`config.mk`:
```
export PLATFORM = sky130hd
export DESIGN_NAME = psum_xchg_ctrl_flat
export DESIGN_NICKNAME = d
export VERILOG_FILES = /design/src/rtl/psum_xchg_ctrl_if.sv /design/src/rtl/psum_xchg_ctrl.sv /design/src/flat_wrapper.sv
export SDC_FILE = /design/constraint.sdc
export NUM_CORES = 1
export LEC_CHECK = 0
export CORE_MARGIN = 1
export CORE_UTILIZATION = 48
export DETAILED_ROUTE_END_ITERATION = 10
export PLACE_DENSITY_LB_ADDON = 0.1
export SLEW_MARGIN = 20
export SYNTH_ARGS = -nofsm -noshare
export SYNTH_HDL_FRONTEND = slang
export SYNTH_SLANG_ARGS = --single-unit
```
`constraint.sdc`:
```
create_clock -name clk_i -period 3.3 [get_ports clk_i]
set_clock_uncertainty 0.1 [all_clocks]
set_input_delay 0.99 -clock clk_i [delete_from_list [all_inputs] [get_ports clk_i]]
set_output_delay 0.99 -clock clk_i [all_outputs]
set_load 0.02 [all_outputs]
```
`src/rtl/psum_xchg_ctrl_if.sv`:
```
// Port bundle for the per-core partial-sum exchange sequencer: pass control,
// local sum input, outbound/inbound FIFO handshakes and the normalization stage.
interface psum_xchg_ctrl_if #(
   parameter int SUM_BW = 16,
   parameter int ROW_BW = 4
);
   logic              start;
   logic [ROW_BW:0]   num_rows;
   logic              sum_valid;
   logic [SUM_BW-1:0] sum_local;
   logic              fifo_full;
   logic              fifo_wr;
   logic [SUM_BW-1:0] fifo_wdata;
   logic              fifo_empty;
   logic              fifo_rd;
   logic [SUM_BW-1:0] fifo_rdata;
   logic              norm_start;
   logic [SUM_BW:0]   total_sum;
   logic              norm_done;
   logic              busy;
   logic              done;
   logic [ROW_BW-1:0] row_idx;
   logic [7:0]        stall_cnt;

   modport slave (
      input  start, num_rows, sum_valid, sum_local, fifo_full, fifo_empty,
             fifo_rdata, norm_done,
      output fifo_wr, fifo_wdata, fifo_rd, norm_start, total_sum, busy, done,
             row_idx, stall_cnt
   );

   modport master (
      output start, num_rows, sum_valid, sum_local, fifo_full, fifo_empty,
             fifo_rdata, norm_done,
      input  fifo_wr, fifo_wdata, fifo_rd, norm_start, total_sum, busy, done,
             row_idx, stall_cnt
   );
endinterface

```
`src/rtl/psum_xchg_ctrl.sv`:
```
// Per-core sequencer: pushes the local row sum to the peer, pops the peer's sum,
// issues the combined total to normalization and waits for it, row by row.
//
// state       | meaning
// ------------+--------------------------------------------------------
// S_IDLE      | waiting for start; num_rows latched on accept
// S_WAIT_SUM  | waiting for the local partial sum of row_idx
// S_PUSH      | writing local sum to outbound FIFO (stalls while full)
// S_WAIT_PEER | reading peer sum from inbound FIFO (stalls while empty)
// S_CAPTURE   | inbound data valid; register local + peer total
// S_NORM      | norm_start pulse
// S_WAIT_NORM | waiting for norm_done; advance row or finish
// S_DONE      | done pulse, back to idle
module psum_xchg_ctrl #(
   parameter int SUM_BW = 16,
   parameter int ROW_BW = 4
) (
   input  logic              clk_i,
   input  logic              reset_ni,
   psum_xchg_ctrl_if.slave   xchg
);

   typedef enum logic [2:0] {
      S_IDLE,
      S_WAIT_SUM,
      S_PUSH,
      S_WAIT_PEER,
      S_CAPTURE,
      S_NORM,
      S_WAIT_NORM,
      S_DONE
   } state_t;

   state_t            state_q;
   logic [ROW_BW:0]   num_rows_q;
   logic [ROW_BW-1:0] row_idx_q;
   logic [7:0]        stall_cnt_q;
   logic [SUM_BW-1:0] wdata_q;
   logic [SUM_BW:0]   total_q;
   logic              norm_start_q;
   logic              done_q;

   logic [7:0]        stall_cnt_d;
   logic              row_last_d;

   assign stall_cnt_d = (stall_cnt_q == 8'hFF) ? stall_cnt_q : stall_cnt_q + 8'd1;
   assign row_last_d  = ({1'b0, row_idx_q} == (num_rows_q - (ROW_BW+1)'(1)));

   always_ff @(posedge clk_i) begin
      if (!reset_ni) begin
         state_q      <= S_IDLE;
         num_rows_q   <= '0;
         row_idx_q    <= '0;
         stall_cnt_q  <= '0;
         wdata_q      <= '0;
         total_q      <= '0;
         norm_start_q <= 1'b0;
         done_q       <= 1'b0;
      end else begin
         norm_start_q <= 1'b0;
         done_q       <= 1'b0;
         case (state_q)
            S_IDLE: begin
               if (xchg.start) begin
                  num_rows_q  <= xchg.num_rows;
                  row_idx_q   <= '0;
                  stall_cnt_q <= '0;
                  if (xchg.num_rows == '0) begin
                     state_q <= S_DONE;
                     done_q  <= 1'b1;
                  end else begin
                     state_q <= S_WAIT_SUM;
                  end
               end
            end
            S_WAIT_SUM: begin
               if (xchg.sum_valid) begin
                  wdata_q <= xchg.sum_local;
                  state_q <= S_PUSH;
               end
            end
            S_PUSH: begin
               if (xchg.fifo_full) begin
                  stall_cnt_q <= stall_cnt_d;
               end else begin
                  state_q <= S_WAIT_PEER;
               end
            end
            S_WAIT_PEER: begin
               if (xchg.fifo_empty) begin
                  stall_cnt_q <= stall_cnt_d;
               end else begin
                  state_q <= S_CAPTURE;
               end
            end
            S_CAPTURE: begin
               // Extra MSB keeps the sum of two full-scale words exact.
               total_q      <= {1'b0, wdata_q} + {1'b0, xchg.fifo_rdata};
               norm_start_q <= 1'b1;
               state_q      <= S_NORM;
            end
            S_NORM: begin
               state_q <= S_WAIT_NORM;
            end
            S_WAIT_NORM: begin
               if (xchg.norm_done) begin
                  if (row_last_d) begin
                     state_q <= S_DONE;
                     done_q  <= 1'b1;
                  end else begin
                     row_idx_q <= row_idx_q + ROW_BW'(1);
                     state_q   <= S_WAIT_SUM;
                  end
               end
            end
            S_DONE: begin
               state_q <= S_IDLE;
            end
            default: begin
               state_q <= S_IDLE;
            end
         endcase
      end
   end

   // FIFO strobes decode straight from state so a stalled cycle never strobes.
   assign xchg.fifo_wr    = (state_q == S_PUSH) && !xchg.fifo_full;
   assign xchg.fifo_rd    = (state_q == S_WAIT_PEER) && !xchg.fifo_empty;
   assign xchg.busy       = (state_q != S_IDLE);
   assign xchg.fifo_wdata = wdata_q;
   assign xchg.total_sum  = total_q;
   assign xchg.norm_start = norm_start_q;
   assign xchg.done       = done_q;
   assign xchg.row_idx    = row_idx_q;
   assign xchg.stall_cnt  = stall_cnt_q;

endmodule

```
`src/flat_wrapper.sv`:
```
// flat-port wrapper written by rule: the top's interface ports become plain ports
module psum_xchg_ctrl_flat 
#(
   parameter int SUM_BW = 16,
   parameter int ROW_BW = 4
)
  (clk_i, reset_ni, xchg_start, xchg_num_rows, xchg_sum_valid, xchg_sum_local, xchg_fifo_full, xchg_fifo_empty, xchg_fifo_rdata, xchg_norm_done, xchg_fifo_wr, xchg_fifo_wdata, xchg_fifo_rd, xchg_norm_start, xchg_total_sum, xchg_busy, xchg_done, xchg_row_idx, xchg_stall_cnt);
  psum_xchg_ctrl_if #(.SUM_BW(SUM_BW), .ROW_BW(ROW_BW)) xchg_i ();
  input  logic clk_i;
  input  logic reset_ni;
  input wire logic [$bits(xchg_i.start)-1:0] xchg_start;
  input wire logic [$bits(xchg_i.num_rows)-1:0] xchg_num_rows;
  input wire logic [$bits(xchg_i.sum_valid)-1:0] xchg_sum_valid;
  input wire logic [$bits(xchg_i.sum_local)-1:0] xchg_sum_local;
  input wire logic [$bits(xchg_i.fifo_full)-1:0] xchg_fifo_full;
  input wire logic [$bits(xchg_i.fifo_empty)-1:0] xchg_fifo_empty;
  input wire logic [$bits(xchg_i.fifo_rdata)-1:0] xchg_fifo_rdata;
  input wire logic [$bits(xchg_i.norm_done)-1:0] xchg_norm_done;
  output wire logic [$bits(xchg_i.fifo_wr)-1:0] xchg_fifo_wr;
  output wire logic [$bits(xchg_i.fifo_wdata)-1:0] xchg_fifo_wdata;
  output wire logic [$bits(xchg_i.fifo_rd)-1:0] xchg_fifo_rd;
  output wire logic [$bits(xchg_i.norm_start)-1:0] xchg_norm_start;
  output wire logic [$bits(xchg_i.total_sum)-1:0] xchg_total_sum;
  output wire logic [$bits(xchg_i.busy)-1:0] xchg_busy;
  output wire logic [$bits(xchg_i.done)-1:0] xchg_done;
  output wire logic [$bits(xchg_i.row_idx)-1:0] xchg_row_idx;
  output wire logic [$bits(xchg_i.stall_cnt)-1:0] xchg_stall_cnt;
  assign xchg_i.start = xchg_start;
  assign xchg_i.num_rows = xchg_num_rows;
  assign xchg_i.sum_valid = xchg_sum_valid;
  assign xchg_i.sum_local = xchg_sum_local;
  assign xchg_i.fifo_full = xchg_fifo_full;
  assign xchg_i.fifo_empty = xchg_fifo_empty;
  assign xchg_i.fifo_rdata = xchg_fifo_rdata;
  assign xchg_i.norm_done = xchg_norm_done;
  assign xchg_fifo_wr = xchg_i.fifo_wr;
  assign xchg_fifo_wdata = xchg_i.fifo_wdata;
  assign xchg_fifo_rd = xchg_i.fifo_rd;
  assign xchg_norm_start = xchg_i.norm_start;
  assign xchg_total_sum = xchg_i.total_sum;
  assign xchg_busy = xchg_i.busy;
  assign xchg_done = xchg_i.done;
  assign xchg_row_idx = xchg_i.row_idx;
  assign xchg_stall_cnt = xchg_i.stall_cnt;
  psum_xchg_ctrl #(.SUM_BW(SUM_BW), .ROW_BW(ROW_BW)) u_core (.clk_i(clk_i), .reset_ni(reset_ni), .xchg(xchg_i));
endmodule
```
==> reports/qor.txt <==
Reg-to-Reg Start: u_core.xchg.fifo_wdata[8]$_SDFFE_PN0P_
hold path start: u_core.xchg.total_sum[6]$_SDFFE_PN0P_
crit path DAT: 2.02 ns
unrepaired setup endpoints after global routing: false
Detailed Place HPWL: 6621 um
Routed WL per cell: 14.48 um
endpoint type of the worst setup path: primary output
Fin Setup TNS: 0 ns
commonest cells after routing, fill and taps aside: 91 x clkdlybuf4s50_1, 75 x nand2_1, 55 x dfxtp_1
Initial DRC Count: 181
commonest non-fill, non-tap cell in the layout: clkdlybuf4s50_1
fmax: 0.3218 GHz
R2R setup slack: 0.99 ns
DRC: 12
vias in the first global route: 3143
post-route minimum period: 3.108 ns
post-cts hold buffer count: 0
Switching Fraction: 0.3587
vias per inst: 5.690
CORE AREA: 6422 sq um
DIE WIDTH: 83.98 um
Synth Register Bits: 55
CP Launch Type: input port
final std cells w/o fill: 594
Syn-to-layout area delta: 38.94%
GRT Total Usage: 0.2508
max cap viols: 0
slew margin rel.: 0.5435
Syn Area/Cell: 7.848 sq um
Post-synth EDFFs: 0
CTS tree: yes
# IOs: 94
Clock Latency Late Sink: 0.32 ns
layout cell share with drive strength beyond 1: 0.08704
Antenna Violating Nets Remaining: 0
Synth Instances: 411
Longest Clk Path Bufs: 2
status: finished with violations
Initial Util: 0.5022
GP Congestion: 0.9484
Clock Sinks: 55
grt ovf: 0
Sequential Power Share: 0.407
violations in the final reports: design-rule violations
hold path depth: 2
post-synthesis sequential area ratio: 0.3413
total routed wirelength: 8604 um
Clk pwr share: 0.212
busiest grt layer: met2
Final nets: 580
R2R Path End: u_core.xchg.total_sum[15]$_SDFFE_PN0P_
placed insts: 586
Reg2Reg Depth: 6
antenna violations before repair: 0
Max VDD drop: 0.0002111 V
CTS buffer count: 5
sw power: 0.6941 mW
Finished Core Util: 0.6978
Critical Path Fanout Max: 2
Worst Setup Path Type: in2out
met2 usage: 0.4106
ys flop type: dfxtp_1
port bufs: 93
setup ws final: 0.1925 ns
Int Power: 1.241 mW
async set-reset flop share out of synthesis: 0
first-pass GRT wire length: 14460 um
Leak Pwr: 1.704 nW
Post-Syn Nets: 475
M3 GR Usage: 0.05143
Worst-path clk slew: 0.11 ns
Distinct cells, synth: 64
Logic pwr share: 0.380
largest net degree at the start of global routing: 24
num rows: 29
Worst Path Required: 2.21 ns
Pwr Density: 431.8 nW/um^2
Final Slew Violations: 0
diode count: 0
clk root buf: clkbuf_8
total power: 1.935 mW
fin crit share: 0.9417
FILL cells: 565
worst hold path endpoint: u_core.xchg.total_sum[6]$_SDFFE_PN0P_
H-tree depth: 2
TritonRoute pass-1 iters: 10
YS warnings: 0
Fin. Hold Viols: 0
met1 usage: 0.3303
Post-Syn Area: 3226 sq um
via count: 3380
setup violators final: 0
HP Class: reg2reg
worst slew pin tran: 0.6795 ns
DP Worst Slack: -0.1331 ns
full die area: 7052 sq um
Die Ht: 83.98 um
==> stage by stage <==
stage	hold WS (ns)	cell area, sq um
2_1_floorplan	0.3494	3226
3_3_place_gp	0.3477	4384
3_5_place_dp	0.3633	4384
4_1_cts	0.3822	4482
5_1_grt	0.4042	4482
6_report	0.3779	4482
==> cells in the mapped netlist, types with 2 or more instances <==
library cell	number	area share
nor4_1	3	0.0058
clkbuf_1	23	0.027
nor4b_1	2	0.0054
mux2i_1	3	0.0093
xnor2_1	13	0.035
a2111o_1	2	0.0070
a32oi_1	3	0.0081
or3_1	4	0.0078
o21ai_0	11	0.017
a211oi_1	6	0.014
o311ai_0	3	0.0081
o22a_1	2	0.0054
nand3_1	22	0.034
a31oi_1	5	0.0097
nor2_1	25	0.029
nand2_1	75	0.087
nor3_1	16	0.025
nand4b_1	2	0.0054
xor2_1	2	0.0054
a22oi_1	2	0.0047
nand4_1	7	0.014
ha_1	19	0.074
inv_1	5	0.0058
dfxtp_1	55	0.34
and3_1	2	0.0039
nor3b_1	2	0.0047
o21a_1	4	0.0093
a21oi_1	43	0.067
or3b_1	2	0.0054
a21o_1	8	0.019
o211ai_1	7	0.016
==> critical path, stage by stage <==
cell             delay, ns
clkdlybuf4s50_1       0.42
nor4b_1               0.24
dlygate4sd2_1         0.36
==> final cells by class <==
type | count | area [sq um] | area share
sequential | 55 | 1101 | 0.2457
multi-input combinational | 325 | 2012 | 0.4489
clock inverter | 2 | 17.52 | 0.003908
clock buffer | 6 | 82.58 | 0.01843
tap | 77 | 96.34 | 0.02150
inverter | 7 | 26.28 | 0.005863
timing repair buffer | 122 | 1146 | 0.2557
==> sequential cells by signal, summed over array words and instances, names as in the netlist <==
register                cells
u_core.state_q              3
u_core.xchg.stall_cnt       8
u_core.xchg.done            1
u_core.xchg.total_sum      17
u_core.xchg.row_idx         4
u_core.xchg.norm_start      1
u_core.num_rows_q           5
u_core.xchg.fifo_wdata     16
==> how the worst max path moves through the flow <==
stage,start,endpoint,cells past startpoint,slack (ns)
after floorplan,xchg_fifo_rdata[6],u_core.xchg.total_sum[15]$_SDFFE_PN0P_,6,0.35
after global placement,xchg_fifo_full,xchg_fifo_wr,3,-0.09
after detailed placement,xchg_fifo_full,xchg_fifo_wr,3,-0.13
after CTS,xchg_fifo_full,xchg_fifo_wr,3,0.17
after global routing,xchg_fifo_full,xchg_fifo_wr,3,0.14
final,xchg_fifo_full,xchg_fifo_wr,3,0.19
==> routing by layer <==
metal / part of all wire / vias to the layer above
met5: 0 / -
met4: 0.019 / 0
met3: 0.056 / 17
met2: 0.46 / 101
met1: 0.47 / 1551
li1: - / 1711
==> power by group through the flow <==
stage | clock, mW | sequential (mW) | combinational (mW)
floorplan | 0 | 0.832 | 0.414
global placement | 0 | 0.801 | 0.720
detailed placement | 0 | 0.804 | 0.733
CTS | 0.423 | 0.789 | 0.735
global route | 0.453 | 0.800 | 0.807
finish | 0.411 | 0.788 | 0.736
==> cells by family after synthesis <==
| kind of cell | Yosys count | synth area share |
|---|---|---|
| XOR/XNOR | 15 | 0.04073 |
| AO/OA/AOI/OAI | 113 | 0.2316 |
| adder cells (fa/ha/maj) | 20 | 0.07991 |
| AND/OR/NAND/NOR | 172 | 0.2537 |
| flip-flops | 55 | 0.3414 |
| multiplexers | 5 | 0.01629 |
| buffers and inverters | 31 | 0.03646 |
==> what timing repair did <==
item,4_1_cts,5_1_grt
gates resized for setup,2,0
setup buffers,0,0
setup endpoints to repair,2,0
Note: power is estimated with default switching activity, not from simulation.
